### src/rtl/bus_arbiter.sv
// bus_arbiter
// Decides which tri-state driver owns the shared data bus. Output enables are
// registered and one-hot-or-zero. Every change of owner passes through one
// dead turnaround cycle. Winners are picked round-robin, and an owner's hold
// time is bounded while another requester is waiting.
//
// Optional build macro: BUS_ARB_PRIO_EN
//   Defined:   req[0] (instruction fetch) always wins selection and is never
//              preempted by the hold limit.
//   Undefined: pure round-robin, with the hold limit applied to every owner.
//
// Ports:
//   clk        in   rising-edge system clock
//   Rst        in   asynchronous active-high reset
//   req        in   [NREQ] level requests, held while a driver wants the bus
//   oe         out  [NREQ] registered output enables, one-hot or zero
//   grant_id   out  [IDW] index of the current owner (meaningful while busy)
//   busy       out  high while an oe bit is high
//   turnaround out  high during the dead cycle between owners
module bus_arbiter #(
  parameter int NREQ     = 4,
  parameter int HOLD_MAX = 8,
  parameter int IDW      = (NREQ > 1) ? $clog2(NREQ) : 1
) (
  input  logic            clk,
  input  logic            Rst,
  input  logic [NREQ-1:0] req,
  output logic [NREQ-1:0] oe,
  output logic [IDW-1:0]  grant_id,
  output logic            busy,
  output logic            turnaround
);

  localparam int HW = (HOLD_MAX > 1) ? $clog2(HOLD_MAX) : 1;
  localparam logic [HW-1:0]  HOLD_LAST = HW'(HOLD_MAX - 1);
  localparam logic [IDW-1:0] LAST_INIT = IDW'(NREQ - 1);

  localparam logic [1:0] ST_IDLE  = 2'd0;
  localparam logic [1:0] ST_GRANT = 2'd1;
  localparam logic [1:0] ST_TURN  = 2'd2;

  logic [1:0]      state_r;
  logic [1:0]      next_state_s;
  logic [HW-1:0]   hold_r;
  logic [HW-1:0]   next_hold_s;
  logic [IDW-1:0]  last_owner_r;
  logic [IDW-1:0]  next_owner_s;
  logic            others_s;
  logic            limit_s;
  logic            release_s;

  // Decode an owner index into its enable bit.
  function automatic logic [NREQ-1:0] onehot(input logic [IDW-1:0] idx);
    onehot = {{(NREQ-1){1'b0}}, 1'b1} << idx;
  endfunction

  // Round-robin pick starting after 'last'. The scan runs from the farthest
  // candidate to the nearest, so the nearest requester is the one that wins.
  // 'last' itself is scanned first, so it wins only when nobody else requests.
  // That gives a preempted owner the lowest priority in the rotation.
  function automatic logic [IDW-1:0] rr_pick(input logic [NREQ-1:0] r,
                                             input logic [IDW-1:0]  last);
    logic [IDW-1:0] pick;
    int             idx;
    pick = last;
    for (int k = NREQ; k >= 1; k--) begin
      idx = (int'(last) + k) % NREQ;
      if (r[idx]) begin
        pick = IDW'(idx);
      end else begin
        pick = pick;
      end
    end
`ifdef BUS_ARB_PRIO_EN
    if (r[0]) begin
      pick = {IDW{1'b0}};
    end else begin
      pick = pick;
    end
`endif
    return pick;
  endfunction

  // Next-state, owner and hold-counter decisions.
  always_comb begin
    next_state_s = state_r;
    next_owner_s = grant_id;
    next_hold_s  = hold_r;
    others_s     = |(req & ~onehot(grant_id));
    limit_s      = (hold_r == HOLD_LAST) && others_s;
`ifdef BUS_ARB_PRIO_EN
    // The fetch port keeps the bus for as long as it keeps requesting.
    limit_s      = limit_s && (grant_id != {IDW{1'b0}});
`endif
    release_s    = !req[grant_id] || limit_s;

    case (state_r)
      ST_IDLE: begin
        if (|req) begin
          next_state_s = ST_GRANT;
          next_owner_s = rr_pick(req, last_owner_r);
          next_hold_s  = {HW{1'b0}};
        end else begin
          next_state_s = ST_IDLE;
        end
      end
      ST_GRANT: begin
        if (release_s) begin
          next_state_s = ST_TURN;
        end else begin
          next_state_s = ST_GRANT;
          // The counter saturates, so a lone owner may hold the bus indefinitely.
          if (hold_r != HOLD_LAST) begin
            next_hold_s = hold_r + HW'(1);
          end else begin
            next_hold_s = hold_r;
          end
        end
      end
      ST_TURN: begin
        if (|req) begin
          next_state_s = ST_GRANT;
          next_owner_s = rr_pick(req, last_owner_r);
          next_hold_s  = {HW{1'b0}};
        end else begin
          next_state_s = ST_IDLE;
        end
      end
      default: begin
        next_state_s = ST_IDLE;
        next_hold_s  = {HW{1'b0}};
      end
    endcase
  end

  // State and registered outputs. The enables come straight from flops, so
  // Rst clears them asynchronously.
  always_ff @(posedge clk or posedge Rst) begin
    if (Rst) begin
      state_r      <= ST_IDLE;
      hold_r       <= {HW{1'b0}};
      last_owner_r <= LAST_INIT;
      grant_id     <= {IDW{1'b0}};
      oe           <= {NREQ{1'b0}};
      busy         <= 1'b0;
      turnaround   <= 1'b0;
    end else begin
      state_r    <= next_state_s;
      hold_r     <= next_hold_s;
      grant_id   <= next_owner_s;
      busy       <= (next_state_s == ST_GRANT);
      turnaround <= (next_state_s == ST_TURN);
      if (next_state_s == ST_GRANT) begin
        last_owner_r <= next_owner_s;
        oe           <= onehot(next_owner_s);
      end else begin
        last_owner_r <= last_owner_r;
        oe           <= {NREQ{1'b0}};
      end
    end
  end

endmodule

### config.mk
export PLATFORM = sky130hd
export DESIGN_NAME = bus_arbiter
export DESIGN_NICKNAME = d
export VERILOG_FILES = /design/src/rtl/bus_arbiter.sv
export SDC_FILE = /design/constraint.sdc
export NUM_CORES = 1
export LEC_CHECK = 0
export ABC_AREA = 1
export ABC_CLOCK_PERIOD_IN_PS = 1600
export CAP_MARGIN = 40
export CELL_PAD_IN_SITES_DETAIL_PLACEMENT = 1
export CELL_PAD_IN_SITES_GLOBAL_PLACEMENT = 1
export CORE_ASPECT_RATIO = 1.25
export CORE_MARGIN = 2
export CORE_UTILIZATION = 34
export DETAILED_ROUTE_END_ITERATION = 6
export PLACE_DENSITY_LB_ADDON = 0.08
export SLEW_MARGIN = 10
export SYNTH_ARGS = -nofsm -noshare
export SYNTH_HDL_FRONTEND = slang
export SYNTH_SLANG_ARGS = --single-unit
export TNS_END_PERCENT = 50
### constraint.sdc
create_clock -name clk -period 1.6 [get_ports clk]
set_clock_uncertainty 0.15 [all_clocks]
set_input_delay 0.24 -clock clk [delete_from_list [all_inputs] [get_ports clk]]
set_output_delay 0.24 -clock clk [all_outputs]
set_load 0.1 [all_outputs]
==> qor.yml <==
max_slew_margin_pct: 82.6
cp_max_fo: 5
outcome: "finished with violations"
design_area_sq_mm: 0.00149
diodes: 0
fin_ws_ns: -0.242
end_kind: "flop"
final_common_cell: "nand2_1"
muxShareOfSynthArea_pct: 0
fmax_ghz: 0.543
fp.dieW_um: 51.2
crit_chain: "buf_12 > nand2_1 > nand2_2 > nand2_2 > nand2_2 > nand2_2 > nand3_2 > nand3_4 > nand2_4 > nand2_2 > nor2_1"
period_share_pct: 115
period_minus_slack_ns: 1.84
drive_gt1_share_pct: 50.6
path_class: "flop to flop"
antenna_found_initial: 0
cts_tree: "built"
numCtsBuffers: 3
grt_max_degree: 16
design.core.area_sq_mm: 0.00265
synth_cell_types: 20
max_slew.worst_pin.slew_ns: 0.261
cts_sinks: 15
rows: 21
area_growth_pct: 57.0
cts_buffer_depth: 2
register_area_sq_um: 385
dpl-instance-area_sq_mm: 0.00131
syn_nets: 141
cpLargestDelayFamily: "simple AND/OR/NAND/NOR gates"
slowest_stage: "dfstp_2"
portBuffers: 13
drt_iter0_drc: 8
synth_top_family_by_area: "simple AND/OR/NAND/NOR gates"
insertion_delay_ns: 0.28
die_h_um: 63.0
vias_per_cell: 4.99
synth-seq-cells: 15
finalSetupTns_ns: -1.54
cts.clk_slew.worst_paths_ns: 0.08
worstHoldPathType: "input pin to async pin"
cp_common_cell: "nand2_2"
synth_adder_area_share_pct: 2.65
hold_viol: 0
crit_buf_inv: 1
required_ns: 1.66
rsz0062_at_grt: "true"
dr.pass1.iters: 4
synth.yosys.seq_area_share_pct: 39.9
grt_first_pass_wirelength_mm: 4.62
syn_area_per_cell_sq_um: 7.11
dp_cells: 191
drt-total-wl_mm: 2.91
worst-endpoint-arrival_ns: 1.91
ant_nets: 0
final_cells: 198
io_pins: 14
synth_xor_area_share_pct: 0
grt_pass1_vias: 1047
violations: "setup timing"
avgRoutedWirePerCell_um: 14.7
dr_total_vias: 989
post-place-ws_ns: -0.328
start_kind: "flop"
synth_compound_area_share_pct: 11.4
dieArea_sq_mm: 0.00322
final_nets: 173
synth_area_sq_um: 946
maxSlewViolCount: 0
grt_usage_pct: 19.0
multiInputGateArea_sq_um: 606
initial_utilization_pct: 35.6
final_cell_mix: "nand2_1, nand2_2, buf_4, dfrtp_1, buf_12"
fill_cells: 324
htreeDepth: 1
synth_simple_gate_area_share_pct: 37.7
clockRootBuffer: "clkbuf_4"
syn_inst: 133
grt-ovfl-total: 0
cts_hold_buf: 0
gp_congestion: 0.746
remaining_drc_errors: 0
cpPeakStageDelay_ns: 0.68
yosys_warnings: 0
finalSetupViolCount: 8
dp_hpwl_mm: 2.16
maxCapViolations: 0
[area by class of cell]
class / count / share of cell area [%]
Multi-Input combinational cell: 101 / 40.8
Sequential cell: 15 / 25.9
Timing Repair Buffer: 29 / 24.4
Inverter: 15 / 4.13
Tap cell: 34 / 2.86
Clock buffer: 3 / 1.52
Clock inverter: 1 / 0.337
[registers in the layout, summed over array words and instances, names as in the netlist]
register,count
oe,4
hold_r,3
grant_id,2
last_owner_r,2
state_r,2
busy,1
turnaround,1
[timing repair]
item                       4_1_cts  5_1_grt
pin swaps                        1       18
setup buffers                    0        2
cloned                           0        1
setup endpoints to repair       11       12
resized for setup                4       33
[synth_stat cells (all sizes together)]
master / count / share of area [%]
a21oi: 3 / 1.6
a21boi: 2 / 1.6
nand2: 64 / 28
inv: 15 / 6.0
nand3: 9 / 5.8
dfstp: 2 / 5.6
o21ai: 11 / 7.4
dfrtp: 13 / 34
a22oi: 1 / 0.79
ha: 2 / 2.6
nand4: 1 / 0.66
buf: 2 / 2.4
nor2: 8 / 3.4
[per-stage QoR]
step	hold slack (ns)	util, %
2_1_floorplan	-0.00991	-
3_3_place_gp	0.330	49.5
3_5_place_dp	0.349	49.5
4_1_cts	0.0973	50.4
5_1_grt	0.132	56.0
6_report	0.0982	56.0
[routing by layer]
layer,up-vias,share of wire [%],track usage (%)
met5,-,0,0
met4,0,2.6,8.11
met3,8,2.3,1.20
met2,13,57,36.7
met1,489,38,20.2
li1,479,-,-
[cells by family after synthesis]
logic type / after synthesis
buf+inv: 17
fa+ha+maj: 2
compound gates: 17
flops: 15
simple gates: 82
[path summary, 6_finish.rpt]
kind | cells past startpoint | startpoint | slack (ns) | endpoint
min in group clk | 2 | hold_r[2] | 0.36 | hold_r[2]
worst min-delay path | 3 | Rst | 0.1 | oe[0]
max in group asynchronous | 3 | Rst | 0.96 | last_owner_r[1]
worst min register to register | 2 | hold_r[2] | 0.36 | hold_r[2]
worst max register to register | 11 | last_owner_r[0] | -0.24 | oe[2]
worst max-delay path | 11 | last_owner_r[0] | -0.24 | oe[2]
[worst min-delay path: cells and delay by family]
| kind | cells | cell delay, ns |
|---|---|---|
| buffers and inverters | 3 | 0.65 |
Power is left out: the tool's default activity adds up to more than one toggle a clock period on the data nets, which glitch-free logic cannot reach.
